[config.mk]
export PLATFORM = sky130hd
export DESIGN_NAME = axi_addr_decode_tracker_flat
export DESIGN_NICKNAME = d
export VERILOG_FILES = /design/src/rtl/axi_addr_decode_tracker_if.sv /design/src/rtl/axi_addr_decode_tracker.sv /design/src/flat_wrapper.sv
export SDC_FILE = /design/constraint.sdc
export NUM_CORES = 1
export LEC_CHECK = 0
export BUFFER_PORTS_ARGS = -buffer_cell sky130_fd_sc_hd__buf_2
export CAP_MARGIN = 0
export CORE_MARGIN = 4
export CORE_UTILIZATION = 37
export CTS_BUF_LIST = sky130_fd_sc_hd__clkbuf_8
export DETAILED_ROUTE_END_ITERATION = 10
export PLACE_DENSITY_LB_ADDON = 0.08
export SETUP_SLACK_MARGIN = 0.2
export SLEW_MARGIN = 0
export SYNTH_ARGS = -nofsm -noshare
export SYNTH_HDL_FRONTEND = slang
export SYNTH_SLANG_ARGS = --single-unit
[constraint.sdc]
create_clock -name clk -period 3.2 [get_ports clk]
set_clock_uncertainty 0.2 [all_clocks]
set_input_delay 0.64 -clock clk [delete_from_list [all_inputs] [get_ports clk]]
set_output_delay 0.64 -clock clk [all_outputs]
set_load 0.02 [all_outputs]
[src/rtl/axi_addr_decode_tracker_if.sv]
// axi_addr_decode_tracker_if: address-channel request/response bundle for the decode tracker (ovl_err present only with AXI_DEC_OVERLAP_CHK_EN)
interface axi_addr_decode_tracker_if #(
    parameter int ADDR_W    = 32,
    parameter int SLAVE_CNT = 3,
    parameter int MAX_OUTST = 4
);
    localparam int CNT_W = $clog2(MAX_OUTST + 1);
    logic                 req_valid;
    logic [ADDR_W-1:0]    req_addr;
    logic                 req_ready;
    logic [SLAVE_CNT-1:0] req_sel;
    logic                 req_decerr;
    logic                 rsp_done;
    logic [SLAVE_CNT-1:0] cur_sel;
    logic [CNT_W-1:0]     outst_cnt;
    logic                 busy;
    logic                 underflow_err;
`ifdef AXI_DEC_OVERLAP_CHK_EN
    logic                 ovl_err;
`endif
    modport master (
        output req_valid, req_addr, rsp_done,
        input  req_ready, req_sel, req_decerr, cur_sel, outst_cnt, busy, underflow_err
`ifdef AXI_DEC_OVERLAP_CHK_EN
        , ovl_err
`endif
    );
    modport slave (
        input  req_valid, req_addr, rsp_done,
        output req_ready, req_sel, req_decerr, cur_sel, outst_cnt, busy, underflow_err
`ifdef AXI_DEC_OVERLAP_CHK_EN
        , ovl_err
`endif
    );
endinterface

[src/rtl/axi_addr_decode_tracker.sv]
// axi_addr_decode_tracker: one-hot region decode with in-order outstanding tracking; AXI_DEC_OVERLAP_CHK_EN adds a sticky overlap flag
module axi_addr_decode_tracker #(
    parameter int ADDR_W    = 32,
    parameter int SLAVE_CNT = 3,
    parameter logic [(SLAVE_CNT-1)*ADDR_W-1:0] REGION_BASE = {32'h00010000, 32'h00000000},
    parameter logic [(SLAVE_CNT-1)*ADDR_W-1:0] REGION_MASK = {32'hFFFF0000, 32'hFFFF0000},
    parameter int MAX_OUTST = 4
) (
    input logic clk,
    input logic rst,
    axi_addr_decode_tracker_if.slave bus
);
    localparam int CNT_W = $clog2(MAX_OUTST + 1);
    localparam logic [CNT_W-1:0] CNT_MAX = CNT_W'(MAX_OUTST);
    localparam logic [SLAVE_CNT-1:0] DEF_SEL = {1'b1, {(SLAVE_CNT-1){1'b0}}};
    typedef enum logic [1:0] {IDLE, BUSY, FULL} state_t;
    state_t               state;
    logic [SLAVE_CNT-2:0] hit;
    logic [SLAVE_CNT-1:0] sel, cur_sel, cur_sel_nxt;
    logic [CNT_W-1:0]     cnt, cnt_nxt;
    logic                 und, und_nxt, ready, accept, drain;
    genvar r;
    for (r = 0; r < SLAVE_CNT - 1; r++) begin : g_hit
        assign hit[r] = (bus.req_addr & REGION_MASK[r*ADDR_W +: ADDR_W]) == REGION_BASE[r*ADDR_W +: ADDR_W];
    end
    // lowest-index hitting region wins; a miss routes to the default slave
    always_comb begin
        sel = DEF_SEL;
        for (int i = SLAVE_CNT - 2; i >= 0; i--)
            if (hit[i]) begin
                sel    = '0;
                sel[i] = 1'b1;
            end
    end
    // tracking state: outstanding count, response route and sticky underflow
    always_ff @(posedge clk)
        if (rst) begin
            cnt     <= '0;
            cur_sel <= DEF_SEL;
            und     <= 1'b0;
        end else begin
            cnt     <= cnt_nxt;
            cur_sel <= cur_sel_nxt;
            und     <= und_nxt;
        end
    // next state: a response retires one transaction unless nothing is outstanding
    always_comb begin
        accept      = bus.req_valid & ready;
        drain       = bus.rsp_done & (state != IDLE);
        cnt_nxt     = cnt + CNT_W'(accept) - CNT_W'(drain);
        cur_sel_nxt = accept ? sel : cur_sel;
        und_nxt     = und | (bus.rsp_done & (state == IDLE));
    end
    // outputs: only same-slave requests may join an in-flight batch, keeping responses ordered
    always_comb begin
        state = cnt == '0 ? IDLE : cnt == CNT_MAX ? FULL : BUSY;
        ready = state == IDLE || (state == BUSY && sel == cur_sel);
    end
    assign bus.req_ready     = ready;
    assign bus.req_sel       = sel;
    assign bus.req_decerr    = ~|hit;
    assign bus.cur_sel       = cur_sel;
    assign bus.outst_cnt     = cnt;
    assign bus.busy          = state != IDLE;
    assign bus.underflow_err = und;
`ifdef AXI_DEC_OVERLAP_CHK_EN
    logic ovl;
    // sticky flag for accepted addresses that land in more than one region
    always_ff @(posedge clk)
        if (rst) ovl <= 1'b0;
        else if (accept && $countones(hit) > 1) ovl <= 1'b1;
    assign bus.ovl_err = ovl;
`endif
endmodule

[src/flat_wrapper.sv]
// flat-port wrapper written by rule: the top's interface ports become plain ports
module axi_addr_decode_tracker_flat 
#(
    parameter int ADDR_W    = 32,
    parameter int SLAVE_CNT = 3,
    parameter logic [(SLAVE_CNT-1)*ADDR_W-1:0] REGION_BASE = {32'h00010000, 32'h00000000},
    parameter logic [(SLAVE_CNT-1)*ADDR_W-1:0] REGION_MASK = {32'hFFFF0000, 32'hFFFF0000},
    parameter int MAX_OUTST = 4
)
  (clk, rst, bus_req_valid, bus_req_addr, bus_rsp_done, bus_req_ready, bus_req_sel, bus_req_decerr, bus_cur_sel, bus_outst_cnt, bus_busy, bus_underflow_err);
  axi_addr_decode_tracker_if #(.ADDR_W(ADDR_W), .SLAVE_CNT(SLAVE_CNT), .MAX_OUTST(MAX_OUTST)) bus_i ();
  input logic clk;
  input logic rst;
  input wire logic [$bits(bus_i.req_valid)-1:0] bus_req_valid;
  input wire logic [$bits(bus_i.req_addr)-1:0] bus_req_addr;
  input wire logic [$bits(bus_i.rsp_done)-1:0] bus_rsp_done;
  output wire logic [$bits(bus_i.req_ready)-1:0] bus_req_ready;
  output wire logic [$bits(bus_i.req_sel)-1:0] bus_req_sel;
  output wire logic [$bits(bus_i.req_decerr)-1:0] bus_req_decerr;
  output wire logic [$bits(bus_i.cur_sel)-1:0] bus_cur_sel;
  output wire logic [$bits(bus_i.outst_cnt)-1:0] bus_outst_cnt;
  output wire logic [$bits(bus_i.busy)-1:0] bus_busy;
  output wire logic [$bits(bus_i.underflow_err)-1:0] bus_underflow_err;
  assign bus_i.req_valid = bus_req_valid;
  assign bus_i.req_addr = bus_req_addr;
  assign bus_i.rsp_done = bus_rsp_done;
  assign bus_req_ready = bus_i.req_ready;
  assign bus_req_sel = bus_i.req_sel;
  assign bus_req_decerr = bus_i.req_decerr;
  assign bus_cur_sel = bus_i.cur_sel;
  assign bus_outst_cnt = bus_i.outst_cnt;
  assign bus_busy = bus_i.busy;
  assign bus_underflow_err = bus_i.underflow_err;
  axi_addr_decode_tracker #(.ADDR_W(ADDR_W), .SLAVE_CNT(SLAVE_CNT), .REGION_BASE(REGION_BASE), .REGION_MASK(REGION_MASK), .MAX_OUTST(MAX_OUTST)) u_core (.clk(clk), .rst(rst), .bus(bus_i));
endmodule
Word-level counts from Yosys, hierarchy flattened

Cells that the tools add are included.

Flip-flop bits (word level): 7
Input port bits: 36
Output and inout port bits: 13
Word-level logic and storage cells: 25

Add/sub/neg operators: 2
Eq/ne operators: 4
Muxes and demuxes: 4
Bitwise logic cells: 4
Reductions and logical operators: 8

Operator list:

| operator            | number |
|---|---|
| $logic_not 32->1    | 1 |
| $eq 16x1->1 const B | 1 |
| $mux 3              | 2 |
| $mux 2              | 2 |
| $add 3x1->3         | 1 |
| $and 1x1->1         | 3 |
| $eq 3x3->1          | 1 |
| $eq 3x3->1 const B  | 1 |
| $logic_not 3->1     | 1 |
| $sub 3x1->3         | 1 |
| $eq 2x1->1 const B  | 1 |
| $logic_not 2->1     | 1 |
| $reduce_bool 2->1   | 1 |
| $reduce_or 2->1     | 1 |
| $logic_and 1x1->1   | 1 |
| $logic_not 1->1     | 1 |
| $logic_or 1x1->1    | 1 |
| $or 1x1->1          | 1 |

Longest topological paths before layout

Depth in word-level cells: 9
Depth in mapped cells: 11

Least setup slack after synthesis

Ideal clock, no wire load.

Path type: in2reg
Start: input bus_req_addr[26]
End: register u_core.cnt[2], in the netlist u_core.bus.outst_cnt[2]
Library setup time: 123 ps
Arrival: 2492 ps
Required time: 2877 ps
Setup slack: 385 ps
Stages: 10
Cell sequence: nor4_4 nand4_4 mux2_2 nor2_1 ha_1 inv_1 fa_1 xor2_1 xnor2_1 nor2_1

Cells in the longest elaborated chain, start to end: 9

Ends and longest elaborated chain:

| item                 | RTL line                      | source |
|---|---|---|
| start, declared      | flat_wrapper.sv:15            | `input wire logic [$bits(bus_i.req_addr)-1:0] bus_req_addr;` |
| $eq 16x1->1          | axi_addr_decode_tracker.sv:24 | `assign hit[r] = (bus.req_addr & REGION_MASK[r*ADDR_W +: ADDR_W]) == REGION_BASE[r*ADDR_W +: ADDR_W];` |
| $mux 3               | axi_addr_decode_tracker.sv:30 | `if (hit[i]) begin` |
| $mux 3 *             | axi_addr_decode_tracker.sv:30 |  |
| $eq 3x3->1 *         | axi_addr_decode_tracker.sv:57 | `ready = state == IDLE \|\| (state == BUSY && sel == cur_sel);` |
| $logic_and 1x1->1 *  | axi_addr_decode_tracker.sv:57 |  |
| $logic_or 1x1->1 *   | axi_addr_decode_tracker.sv:57 |  |
| $and 1x1->1 *        | axi_addr_decode_tracker.sv:48 | `accept = bus.req_valid & ready;` |
| via u_core.accept    | axi_addr_decode_tracker.sv:21 | `logic und, und_nxt, ready, accept, drain;` |
| $add 3x1->3 *        | axi_addr_decode_tracker.sv:50 | `cnt_nxt = cnt + CNT_W'(accept) - CNT_W'(drain);` |
| $sub 3x1->3 *        | axi_addr_decode_tracker.sv:50 |  |
| end signal, assigned | axi_addr_decode_tracker.sv:42 | `cnt <= cnt_nxt;` |
| end, declared        | axi_addr_decode_tracker.sv:20 | `logic [CNT_W-1:0] cnt, cnt_nxt;` |

Mark *: on every way through the listed nets, which the timed path passes. The rest lies on a longest branch.
A chain may end at the register's enable or synchronous reset.

Final worst setup path

Start: input bus_req_addr[21]
End: output bus_req_ready

Cells in the longest elaborated chain, start to end: 6

Ends and longest elaborated chain:

| item                | RTL line                      | source |
|---|---|---|
| $eq 16x1->1         | axi_addr_decode_tracker.sv:24 |  |
| $mux 3              | axi_addr_decode_tracker.sv:30 |  |
| $mux 3 *            | axi_addr_decode_tracker.sv:30 |  |
| $eq 3x3->1 *        | axi_addr_decode_tracker.sv:57 |  |
| $logic_and 1x1->1 * | axi_addr_decode_tracker.sv:57 |  |
| $logic_or 1x1->1 *  | axi_addr_decode_tracker.sv:57 |  |
| end, declared       | flat_wrapper.sv:17            | `output wire logic [$bits(bus_i.req_ready)-1:0] bus_req_ready;` |

Mark *: on every way between the ends. The rest lies on a longest branch, timed or not.

==> reports/metrics.yaml <==
outcome: "finished clean"
critical_path.endpoint: "bus_req_ready"
pwr-share-seq: 0.279
clockPowerShare: 0.264
drt_iter0_drc: 5
ys_seq_area_frac: 0.259
hold_path.class: "flip-flop to flip-flop"
startpoint_type: "input port"
drive_gt1_frac: 0.484
grt_pass1_vias: 469
cts-root-buf: "clkbuf_8"
grt_max_degree: 10
place.gp.congestion: 0.689
vias: 524
final-hold-violation-count: 0
rows: 13
critPathMaxFanout: 2
finalWirelength_um: 1200
cts_max_level: 1
yosysWarnings: 0
endpoint_kind: "output port"
die-width_um: 46.2
p_int_uw: 276
coreArea_mm2: 0.00133
vdd_drop_max_mv: 0.395
arrival_ps: 1800
cts_tree: "yes"
die_height_um: 46.2
drc_errors: 0
synthDistinctLibCells: 28
finalSetupViolCount: 0
r2r_start: "u_core.bus.cur_sel[2]$_SDFFE_PP1P_"
boundaryPins: 49
start_util: 0.405
track_usage: 0.117
grt_pass1_wl_um: 1810
critPathKind: "input port to output port"
insertion_delay_ps: 220
synth.most_common_cell: "nor2_1"
cts_hold_buf: 0
post-synth-top-area-cell: "dfxtp_1"
fmax_ghz: 0.378
yosys-top-cells-area: "dfxtp_1 26%, nor4_4 12%, nor2_1 6.3%, ha_1 4.6%, nand4_4 3.9%"
post_cts_buffers: 0
syn-num-nets: 95
clock_sink_count: 7
p_leak_uw: 0.000366
drv_slew: 0
clkSlewWorstSetupHoldPaths_ps: 40
synth_top_cell_area_share: 0.259
area_growth_pct: 40.7
vias_per_cell: 4.94
place_hpwl_um: 1030
worstSetupStartpoint: "bus_req_addr[21]"
netlist_instances: 56
ys_seq_elements: 7
fin_crit_sh: 0.826
power_frac_comb: 0.457
max_cap_violations: 0
synth_flop_cell: "dfxtp_1"
syn_area_per_cell_um2: 9.65
io_buffers: 32
drtAntennaViolNets: 0
period_needed_ps: 2640
cts_max_path_buffers: 2
worst_r2r_endpoint: "u_core.bus.outst_cnt[2]$_SDFF_PP0_"
required_ps: 2360
tightest_slew_ps: 391
async_flop_share: 0
grt_overflow_total: 0
numCtsBuffers: 3
wl_per_cell_um: 11.3
rsz0062_at_grt: "false"
worstRegToRegCells: 10
p_sw_frac: 0.394
r2r_slack_ps: 820
relSlewSlack: 0.737
layout.nets: 131
power_switching_uw: 179
drt_first_pass_iters: 4
ctsResizeCount: 0
die-area_mm2: 0.00214
tns_ps: 0
synth_enable_flop_cells: 0
antenna_found_initial: 0
antenna_cells: 0
cellPowerDensity_mw_per_mm2: 598
netlist_area_um2: 541
synth.top_cells.by_count: "9 x nor2_1, 7 x dfxtp_1, 5 x inv_1"
finalPower_uw: 455
cells by family after synthesis:
| kind of cell | share of synthesized area |
|---|---|
| flip-flops | 0.259 |
| AND/OR/NAND/NOR | 0.394 |
| adder cells (fa/ha/maj) | 0.0833 |
| buffers and inverters | 0.0556 |
| multiplexers | 0.0671 |
| AO/OA/AOI/OAI | 0.109 |
| XOR/XNOR | 0.0324 |
layer usage:
layer,vias up,share of wire,global-route usage,routed length [um]
met1,228,0.37,0.131,444
met4,0,0,0.0511,0
met2,27,0.50,0.206,604
met5,-,0,0,0
met3,0,0.13,0.0273,150
li1,269,-,-,-
layout make-up:
cell class              instances  area (um2)
fillers                       122         573
well taps                      15        18.8
multi-input cells              42         370
clock inverters                 1        3.75
flip-flops and latches          7         140
repair buffers                 33         168
inverters                       5        18.8
clock buffers                   3        41.3
critical path: stages:
cell and delay, ps:
buf_2 100, nor3_1 350, nand4_4 140, mux2_2 300, a21oi_1 110, buf_2 180
cell usage in the layout, fill, tap and decap left out, types with 2 or more instances in the layout:
cell type,netlist,final
nor4_4,3,3
nand2b_1,3,3
inv_1,5,6
buf_2,0,32
a41oi_1,2,2
clkbuf_8,0,3
ha_1,2,2
nor2_1,9,9
dfxtp_1,7,7
nor3_1,3,3
a21oi_1,3,3
worst min-delay path by stage:
stage | cells past startpoint | slack, ps | from | to
floorplan | 2 | 370 | u_core.bus.underflow_err$_SDFF_PP0_ | u_core.bus.underflow_err$_SDFF_PP0_
global placement | 2 | 250 | u_core.bus.underflow_err$_SDFF_PP0_ | u_core.bus.underflow_err$_SDFF_PP0_
detailed placement | 2 | 260 | u_core.bus.underflow_err$_SDFF_PP0_ | u_core.bus.underflow_err$_SDFF_PP0_
CTS | 2 | 270 | u_core.bus.underflow_err$_SDFF_PP0_ | u_core.bus.underflow_err$_SDFF_PP0_
global route | 2 | 320 | u_core.bus.underflow_err$_SDFF_PP0_ | u_core.bus.underflow_err$_SDFF_PP0_
finish | 2 | 260 | u_core.bus.underflow_err$_SDFF_PP0_ | u_core.bus.underflow_err$_SDFF_PP0_
stage by stage:
step	worst slack (ps)	utilization	instances	hold WS, ps	instance area, um2
after detailed placement	354	0.537	102	259	716
after global placement	322	0.537	102	249	716
final	557	0.570	106	262	761
after floorplan	385	-	56	370	541
after global routing	453	0.570	106	323	761
after CTS	547	0.570	106	270	761
sequential cells by signal, indices dropped and copies added (netlist names):
signal,count
u_core.bus.underflow_err,1
u_core.bus.cur_sel,3
u_core.bus.outst_cnt,3
power groups by stage:
| stage | clock, uW | combinational (uW) | sequential, uW |
|---|---|---|---|
| 3_5_place_dp | 0 | 213 | 129 |
| 6_report | 120 | 208 | 127 |
| 4_1_cts | 125 | 213 | 127 |
| 3_3_place_gp | 0 | 209 | 129 |
| 5_1_grt | 130 | 240 | 130 |
| 2_1_floorplan | 0 | 130 | 147 |
No activity file was read; power rests on OpenSTA's default activity.
